$ cat src/rtl/cpu_sequencer.sv
// cpu_sequencer -- control unit of the 1-bit CPU.
// Fetches 12-bit instructions {opcode[3:0], operand[7:0]} from a program ROM
// with a 1-cycle synchronous read, decodes them, and drives the ALU
// (alu_op_o / wr_cr_o), the data RAM (data_addr_o / data_rd_en_o / mem_wr_o)
// and the program counter (jumps, skip-if-zero).
// Ports:
//   clk_i, rst_ni     clock (rising edge), async active-low reset
//   run_i             start pulse, honoured in IDLE and HALTED only
//   prog_addr_o/en_o  program ROM address (= PC) and read strobe
//   prog_data_i       instruction word, valid the cycle after prog_en_o
//   data_addr_o       data RAM address (operand field)
//   data_rd_en_o      data read strobe (ALU data_in valid next cycle)
//   mem_wr_o          data write strobe
//   alu_op_o, wr_cr_o ALU opcode and current-result write enable
//   zero_flag_i       ALU zero flag (combinational on ALU data_out)
//   busy_o, halted_o  status
module cpu_sequencer #(
  parameter int PC_WIDTH   = 8,
  parameter int OPND_WIDTH = 8
) (
  input  logic                  clk_i,
  input  logic                  rst_ni,
  input  logic                  run_i,
  output logic [PC_WIDTH-1:0]   prog_addr_o,
  output logic                  prog_en_o,
  input  logic [11:0]           prog_data_i,
  output logic [OPND_WIDTH-1:0] data_addr_o,
  output logic                  data_rd_en_o,
  output logic                  mem_wr_o,
  output logic [3:0]            alu_op_o,
  output logic                  wr_cr_o,
  input  logic                  zero_flag_i,
  output logic                  busy_o,
  output logic                  halted_o
);

  localparam logic [3:0] OP_NOP  = 4'h0;
  localparam logic [3:0] OP_LD   = 4'h1;
  localparam logic [3:0] OP_NOT  = 4'h6;
  localparam logic [3:0] OP_ST   = 4'h7;
  localparam logic [3:0] OP_STN  = 4'h8;
  localparam logic [3:0] OP_JMP  = 4'h9;
  localparam logic [3:0] OP_SKZ  = 4'hA;
  localparam logic [3:0] OP_HALT = 4'hB;

  typedef enum logic [2:0] {S_IDLE, S_FETCH, S_DECODE, S_EXEC, S_HALTED} state_t;

  state_t                state_q;
  logic [PC_WIDTH-1:0]   pc_q, pc_d;
  logic [3:0]            opc_q;        // opcode of the instruction in flight
  logic [OPND_WIDTH-1:0] data_addr_q;
  logic [3:0]            alu_op_q, alu_op_d;
  logic                  wr_cr_q, mem_wr_q;

  logic [3:0]            opc_in;
  logic [OPND_WIDTH-1:0] opnd_in;
  logic                  is_alu_in, is_st_in;

  assign opc_in    = prog_data_i[11:8];
  assign opnd_in   = OPND_WIDTH'(prog_data_i[7:0]);
  assign is_alu_in = (opc_in >= OP_LD) && (opc_in <= OP_NOT);
  assign is_st_in  = (opc_in == OP_ST) || (opc_in == OP_STN);

  always_comb begin
    alu_op_d = OP_NOP;
    if (opc_in >= OP_LD && opc_in <= OP_STN) alu_op_d = opc_in;
    else if (opc_in == OP_SKZ)               alu_op_d = OP_ST; // exposes current result on zero_flag
  end

  // EXEC-cycle PC advance; wraps modulo 2^PC_WIDTH.
  always_comb begin
    pc_d = pc_q + PC_WIDTH'(1);
    if (opc_q == OP_SKZ && zero_flag_i) pc_d = pc_q + PC_WIDTH'(2);
  end

  always_ff @(posedge clk_i or negedge rst_ni) begin
    if (!rst_ni) begin
      state_q     <= S_IDLE;
      pc_q        <= '0;
      opc_q       <= OP_NOP;
      data_addr_q <= '0;
      alu_op_q    <= OP_NOP;
      wr_cr_q     <= 1'b0;
      mem_wr_q    <= 1'b0;
    end else begin
      // ALU/RAM write strobes live for exactly the EXEC cycle.
      wr_cr_q  <= 1'b0;
      mem_wr_q <= 1'b0;
      case (state_q)
        S_IDLE:  if (run_i) state_q <= S_FETCH;
        S_FETCH: state_q <= S_DECODE;
        S_DECODE: begin
          opc_q       <= opc_in;
          data_addr_q <= opnd_in;
          if (opc_in == OP_JMP) begin
            pc_q    <= PC_WIDTH'(opnd_in);
            state_q <= S_FETCH;
          end else if (opc_in == OP_HALT) begin
            state_q <= S_HALTED;
          end else begin
            alu_op_q <= alu_op_d;
            wr_cr_q  <= is_alu_in;
            mem_wr_q <= is_st_in;
            state_q  <= S_EXEC;
          end
        end
        S_EXEC: begin
          pc_q    <= pc_d;
          state_q <= S_FETCH;
        end
        S_HALTED: if (run_i) begin
          pc_q    <= '0;
          state_q <= S_FETCH;
        end
        default: state_q <= S_IDLE;
      endcase
    end
  end

  // The instruction only arrives during DECODE, so the data read strobe and
  // its address must be decoded straight from prog_data_i in that cycle.
  assign data_rd_en_o = (state_q == S_DECODE) && is_alu_in;
  assign data_addr_o  = (state_q == S_DECODE) ? opnd_in : data_addr_q;

  assign prog_addr_o = pc_q;
  assign prog_en_o   = (state_q == S_FETCH);
  assign alu_op_o    = alu_op_q;
  assign wr_cr_o     = wr_cr_q;
  assign mem_wr_o    = mem_wr_q;
  assign busy_o      = (state_q == S_FETCH) || (state_q == S_DECODE) || (state_q == S_EXEC);
  assign halted_o    = (state_q == S_HALTED);

endmodule

$ cat config.mk
export PLATFORM = sky130hd
export DESIGN_NAME = cpu_sequencer
export DESIGN_NICKNAME = d
export VERILOG_FILES = /design/src/rtl/cpu_sequencer.sv
export SDC_FILE = /design/constraint.sdc
export NUM_CORES = 1
export LEC_CHECK = 0
export BUFFER_PORTS_ARGS = -buffer_cell sky130_fd_sc_hd__buf_2
export CAP_MARGIN = 20
export CORE_MARGIN = 10
export CORE_UTILIZATION = 55
export DETAILED_ROUTE_END_ITERATION = 8
export GPL_TIMING_DRIVEN = 0
export PLACE_DENSITY = 0.83
export SYNTH_ARGS = -nofsm -noshare
export SYNTH_HDL_FRONTEND = slang
export SYNTH_SLANG_ARGS = --single-unit
$ cat constraint.sdc
create_clock -name clk_i -period 3.03 [get_ports clk_i]
set_input_delay 0.303 -clock clk_i [delete_from_list [all_inputs] [get_ports clk_i]]
set_output_delay 0.303 -clock clk_i [all_outputs]
set_load 0.01 [all_outputs]
==> results of run 1 <==
==> cell type report <==
class                           count  share of cell area, %
Multi-Input combinational cell    131                   40.6
Clock buffer                        5                   2.01
Sequential cell                    29                   38.8
Inverter                            5                   1.00
Buffer                              9                   2.41
Timing Repair Buffer               39                   10.7
Tap cell                           31                   2.07
Clock inverter                      3                   2.47
==> how the worst max path moves through the flow <==
stage / start / to / slack [ns] / cells after the start
global placement: state_q[0] / data_addr_o[4] / 1.16 / 5
CTS: state_q[0] / data_addr_o[4] / 0.74 / 5
detailed placement: state_q[0] / data_addr_o[5] / 1.13 / 5
floorplan: state_q[2] / data_rd_en_o / 1.40 / 4
finish: state_q[0] / data_addr_o[4] / 0.75 / 5
global route: state_q[2] / data_addr_o[3] / 0.55 / 7
==> power by group through the flow <==
stage               registers, mW  clock network, mW  logic [mW]
finish                      0.674              0.328       0.867
global route                0.699              0.345       0.986
CTS                         0.673              0.334       0.879
detailed placement          0.682                  0       0.874
global placement            0.669                  0       0.854
floorplan                   0.684                  0       0.557
==> kinds of logic (layout without fill, tap and decap cells) <==
group	Yosys count	in the layout
and+or+nand+nor	85	85
xor gates and xnor gates	1	1
buffers and inverters	14	61
adders and majority gates	3	3
AOI/OAI and AO/OA	42	42
DFF	29	29
==> tightest hold or removal path, delay by kind of cell <==
family | cells | cell delay (ns)
simple gates | 2 | 0.11
buf+inv | 1 | 0.10
==> flip-flops by register name, summed over array words and instances, names as in the netlist <==
| signal | flops |
|---|---|
| state_q | 3 |
| opc_q | 4 |
| prog_addr_o | 8 |
| alu_op_o | 4 |
| mem_wr_o | 1 |
| wr_cr_o | 1 |
| data_addr_q | 8 |
==> synthesized netlist by cell type (2+ instances only) <==
cell type	instances	area [um2]
nand2_1	46	173
nand4b_1	2	17.5
and3_1	2	12.5
dfrtp_1	29	726
buf_2	3	15.0
nor3b_1	3	22.5
nor2_1	11	41.3
clkbuf_1	4	15.0
o21ai_1	2	10.0
o211ai_1	2	15.0
a21oi_1	10	50.1
inv_1	5	18.8
nor4_1	2	12.5
nor3_1	5	25.0
and2_4	2	17.5
ha_1	3	37.5
a22oi_1	4	30.0
a221o_1	2	20.0
o21ai_0	10	50.1
nand3_1	4	20.0
nand2b_1	2	12.5
==> metal layers <==
metal  vias to the layer above  track usage [%]
met4                         0             7.81
met3                         9             4.08
li1                        710                -
met1                       680             17.8
met2                        41             26.0
met5                         -                0
==> through the flow <==
step	util [%]	total power, mW
detailed placement	65.0	1.56
floorplan	-	1.24
finish	68.5	1.87
CTS	68.5	1.89
global route	68.5	2.03
global placement	65.0	1.52
==> what timing repair did <==
action / in CTS / in global routing
endpoints found under the hold margin: 13 / 0
hold buffers: 1 / 0
setup endpoints to repair: 0 / 0
==> metrics, run 1 <==
run status=finished, final reports clean; final wirelength=3.92 mm; Worst path max stage delay=~0.48 ns; Met1 Wirelength=between 1.5 and 2 mm; power share of the sequential group=36.1%; top fanout value on the critical path=10; # rows=19; Min-Delay Endpoint=data_addr_q[0]; Total GRT Usage=15.6%; worst r2r src=opc_q[2]; sw power=a little under 0.8 mW; Final Max Tran Viols=0; Die Area=roughly 0.0053 mm2; post-synthesis cell type count=42; Die H=about 73 um; post_cts resized=0; IO Count=42; Critical Path Start Type=flip-flop; first-pass detailed-route iteration total=4; Top FF cell, synth=dfrtp_1; Layout Nets=approximately 240; drt drc=0; most common cell after layout, fill and taps aside=nand2_1; Final min period=2.28 ns; Clk Latency, worst-skew pair=around 0.34 ns; Starting Density=a little under three fifths; Adder-Cell Fraction of Synth Area=approximately 2.4%; routability congestion estimate=0.844; Layout Skew=0.00571 ns; simple-gate share of the synthesized area=26.5%; RSZ-0062 raised after global routing=false; final period utilization=75.4%; layout cells sized above 1=25.3%; clock share of power=17.6%; CTS Root Cell=clkbuf_4; pre-CTS setup slack=1.13 ns; PwrDens=998 mW/mm2; area of the mapped netlist=around 0.0015 mm2; highest routed layer=met4; met2 WL post-DR=2.00 mm; Max Cap Violations=0; post-DP HPWL=2.99 mm; Seq/Total Area, Yosys=46.8%; Setup Buffers After CTS=0; CP bufs+invs=2; Clk pin slew, worst setup/hold paths=roughly 0.1 ns; first-pass GRT wire length=6.63 mm; R2R Setup Slk=1.32 ns; antenna cells=0; Hold Startpoint=prog_data_i[0]; Cell Int Power=1.08 mW; worst-margin pin slew=0.645 ns; clock buffer count from CTS=5; CTS sink count=29; Yosys reg bits=29; Rel. slew slack=57.0%; WS Path Type=flip-flop to primary output; CP required=between 2 and 3 ns; die width=73.1 um; critical-path cell list=nor3b_2 -> clkbuf_1 -> nand2_1 -> nand2_1 -> buf_2; worst r2r dst=prog_addr_o[3]; largest family of logic cells by synthesized area=simple AND/OR/NAND/NOR gates; FMAX=between 400 and 500 MHz; Starting DRT DRC Count=125; path category of the worst min-delay check=input pin to flip-flop; Core Region=0.00273 mm2; Layout Cells excl Fill=252; P_leak=about 0.94 nW; number of global-route vias before repair=1,479; area of the multi-input gates=759 um2; Layout fillers=approximately 220; Final Cell Area=between 0.0015 and 0.002 mm2; largest net degree at the start of global routing=30; post-synthesis xor/xnor area fraction=0.565%; Sw Ratio=42.1%; Setup TNS Final=0 ns; cell mode on critical path=nand2_1; kind of cell adding the most delay to the critical path=simple AND/OR/NAND/NOR gates; gr ovfl total=0; layout overhead on the synthesized area=20.8%; Vias per Instance=between 5 and 6; Reg2Reg Depth=5; multiplexer area fraction after synthesis=0%; CTS tree=built; crit path DAT=1.98 ns; Max Root-Sink Buffers=2; Vias=1,440; peak supply drop=0.771 mV; synth warn=0; Hold Path Stages=3; setup ws final=roughly 0.75 ns; Seq. cell area=between 700 and 800 um2; syn nets=193; final setup violating endpoints=0; Slowest cell on crit path=dfrtp_1; antenna violations before repair=0; Async SR Flop Fraction=100%; met3 WL=237 um; combinational power share=46.4%; Min Hold Slack=around 0.21 ns; Placed Cells=243; Routed Antenna Nets=0; EDFF count, synth=0; Final Hold Vio Count=0; Max H-tree Level=2; Avg Inst Size Synth=8.90 um2; DR WL/cell=around 16 um; Critical Path End Type=primary output; commonest non-fill, non-tap cells in the layout=46 x nand2_1, 41 x buf_2, 29 x dfrtp_1; Mapped Cells=around 170; port bufs=38; placed cell areas=about 0.0018 mm2; Compound-Gate Fraction of Synth Area=19.5%
No activity file was read; power rests on OpenSTA's default activity.
==> run 2: changes to the inputs <==
--- a/config.mk
+++ b/config.mk
@@ -8,10 +8,10 @@
 export BUFFER_PORTS_ARGS = -buffer_cell sky130_fd_sc_hd__buf_2
 export CAP_MARGIN = 20
 export CORE_MARGIN = 10
-export CORE_UTILIZATION = 55
+export CORE_UTILIZATION = 46
 export DETAILED_ROUTE_END_ITERATION = 8
 export GPL_TIMING_DRIVEN = 0
-export PLACE_DENSITY = 0.83
+export PLACE_DENSITY = 0.74
 export SYNTH_ARGS = -nofsm -noshare
 export SYNTH_HDL_FRONTEND = slang
 export SYNTH_SLANG_ARGS = --single-unit
==> constraint.sdc (replaced) <==
create_clock -name clk_i -period 1.9 [get_ports clk_i]
set_input_delay 0.19 -clock clk_i [delete_from_list [all_inputs] [get_ports clk_i]]
set_output_delay 0.19 -clock clk_i [all_outputs]
set_load 0.01 [all_outputs]
==> run 2 against run 1 <==
Net effect: largest cell class unchanged; register-to-register slack worse by 1.2 ns; highest routed layer unchanged; core utilization shrank 9.5 points; combinational power increased by 76%; count of clock-buffer cells in the layout is the same; critical endpoint is now data_addr_o[0].
==> metrics, run 2 (synthesis gave the netlist of run 1 again) <==
Max Cap Violations=0 (unchanged); Final Max Tran Viols=0 (unchanged); routability congestion estimate=0.882 (+4.6%); worst r2r src=state_q[1]; Max Root-Sink Buffers=2 (unchanged); top fanout value on the critical path=10 (unchanged); Hold Path Stages=3 (unchanged); Slowest cell on crit path=dfrtp_2; Vias per Instance=5.32 (-6.9%); Hold Startpoint=prog_data_i[1]; Critical path origin=state_q[2]; run status=finished, final reports clean; gr ovfl total=0 (unchanged); final setup violating endpoints=0 (unchanged); M1 GR Usage=16.5% (-1.3 points); CTS Root Cell=clkbuf_4; Total GRT Usage=13.4% (-2.1 points); Seq. cell area=728 um2 (+0.34%); die width=78.0 um (+6.8%); area of the multi-input gates=772 um2 (+1.6%); Routed Antenna Nets=0 (unchanged); kind of cell adding the most delay to the critical path=flip-flops; first-pass GRT wire length=6.84 mm (+3.2%); layout overhead on the synthesized area=25.0%; port bufs=38 (unchanged); CTS tree=built; CP required=1.71 ns (-1.02 ns); CP bufs+invs=3 (+1); Max H-tree Level=2 (unchanged); clock buffer count from CTS=5 (unchanged); Layout Nets=245 (+2.5%); GRT Max-Usage Layer=met2; final wirelength=4.12 mm (+5.2%); Starting DRT DRC Count=147 (+18%); Rel. slew slack=56.6% (-0.38 points); # rows=21 (+2); met2 Use GR=21.8% (-4.2 points); Vias=1,453 (+0.90%); Reg2Reg Depth=8 (+3); FMAX=549 MHz; Layout Skew=0.00686 ns (+0.00115 ns); P_leak=0.967 nW (+3.0%); Stages on worst setup path=7 (+2); Die Area=0.00609 mm2 (+14%); Clk pin slew, worst setup/hold paths=0.10 ns (about the same); number of global-route vias before repair=1,446 (-2.2%); Final Hold Vio Count=0 (unchanged); peak supply drop=0.640 mV (-17%); met3 GRT Util=4.10% (+0.019 points); Critical Path End Type=primary output; Final min period=roughly 1.8 ns; IO Count=42 (unchanged); Clk Latency, worst-skew pair=0.33 ns (about the same); final period utilization=95.9%; crit path DAT=1.63 ns (-0.35 ns); layout cells sized above 1=29.5% (+4.2 points); first-pass detailed-route iteration total=4 (unchanged); most common cell after layout, fill and taps aside=nand2_1; path category of the worst min-delay check=input pin to flip-flop; commonest non-fill, non-tap cells in the layout=46 x nand2_1, 40 x buf_2, 27 x dfrtp_1; Worst path max stage delay=0.47 ns (about the same); Final Cell Area=0.00194 mm2 (+3.4%); WS Path Type=flip-flop to primary output; Layout fillers=314 (+45%); Die H=78.0 um (+6.8%); DR WL/cell=15.1 um (-2.9%); drt drc=0 (unchanged); PwrDens=1540 mW/mm2 (+54%); cell mode on critical path=nand2_1; post-DP HPWL=2.91 mm (-2.6%); antenna violations before repair=0 (unchanged); CTS sink count=29 (unchanged); worst-margin pin slew=0.651 ns (+0.00564 ns); antenna cells=0 (unchanged); Final Total Pwr=2.98 mW (+60%); Core Region=0.00328 mm2 (+20%); Starting Density=47.2% (-9.5 points); Critical Path Start Type=flip-flop; placed cell areas=0.00180 mm2 (+1.1%); critical-path cell list=nor2b_4 -> nand2b_1 -> buf_4 -> buf_6 -> nand2_1 -> nand2_1 -> buf_2; largest net degree at the start of global routing=30 (unchanged)
run 2: area by class of cell:
cell class,count,share of cell area [%]
Buffer,9,3.04
Sequential cell,29,37.6
Clock inverter,3,0.905
Multi-Input combinational cell,131,39.9
Clock buffer,5,1.94
Inverter,5,0.970
Tap cell,46,2.97
Timing Repair Buffer,45,12.7
run 2: path summary, 6_finish.rpt:
kind | endpoint | slack, ns
min in group asynchronous | data_addr_q[2] | 0.40
min reg2reg | data_addr_q[1] | 0.48
max | data_addr_o[0] | 0.08
min | data_addr_q[1] | 0.08
max reg2reg | prog_addr_o[3] | 0.08
max in group asynchronous | state_q[2] | 1.02
run 2: worst register-to-register path: cells and delay by family, from the launching register on:
| kind | cells | cell delay (ns) |
|---|---|---|
| flops | 1 | 0.42 |
| simple gates | 2 | 0.30 |
| compound gates | 3 | 0.63 |
| buf+inv | 3 | 0.41 |
run 2: power breakdown:
group | switching, mW | leakage (nW) | internal [mW]
clock network | 0.235 | 0.0310 | 0.139
logic | 0.844 | 0.570 | 0.681
registers | 0.210 | 0.365 | 0.871
run 2: through the flow:
step | setup TNS, ns | cells | utilization [%] | hold WS [ns] | setup slack (ns)
after floorplan | 0 | 174 | - | -0.106 | 0.384
after global placement | 0 | 258 | 54.7 | 0.254 | 0.0842
after detailed placement | 0 | 258 | 54.7 | 0.259 | 0.0871
after CTS | 0 | 269 | 57.7 | 0.0821 | 0.0290
after global routing | -0.0277 | 273 | 58.9 | 0.0878 | -0.0277
final | 0 | 273 | 58.9 | 0.0826 | 0.0773
run 2: layer usage:
layer  vias up  part of all wire [%]
li1        718                     -
met1       692                    46
met2        37                    47
met3         6                   5.4
met4         0                   1.3
met5         -                     0
run 2: repair_timing:
action / CTS / global route
gates resized for setup: 7 / 3
endpoints found under the setup margin: 9 / 9
pin swaps: 1 / 0
endpoints found under the hold margin: 29 / 0
setup buffers: 2 / 4
hold buffers: 1 / 0
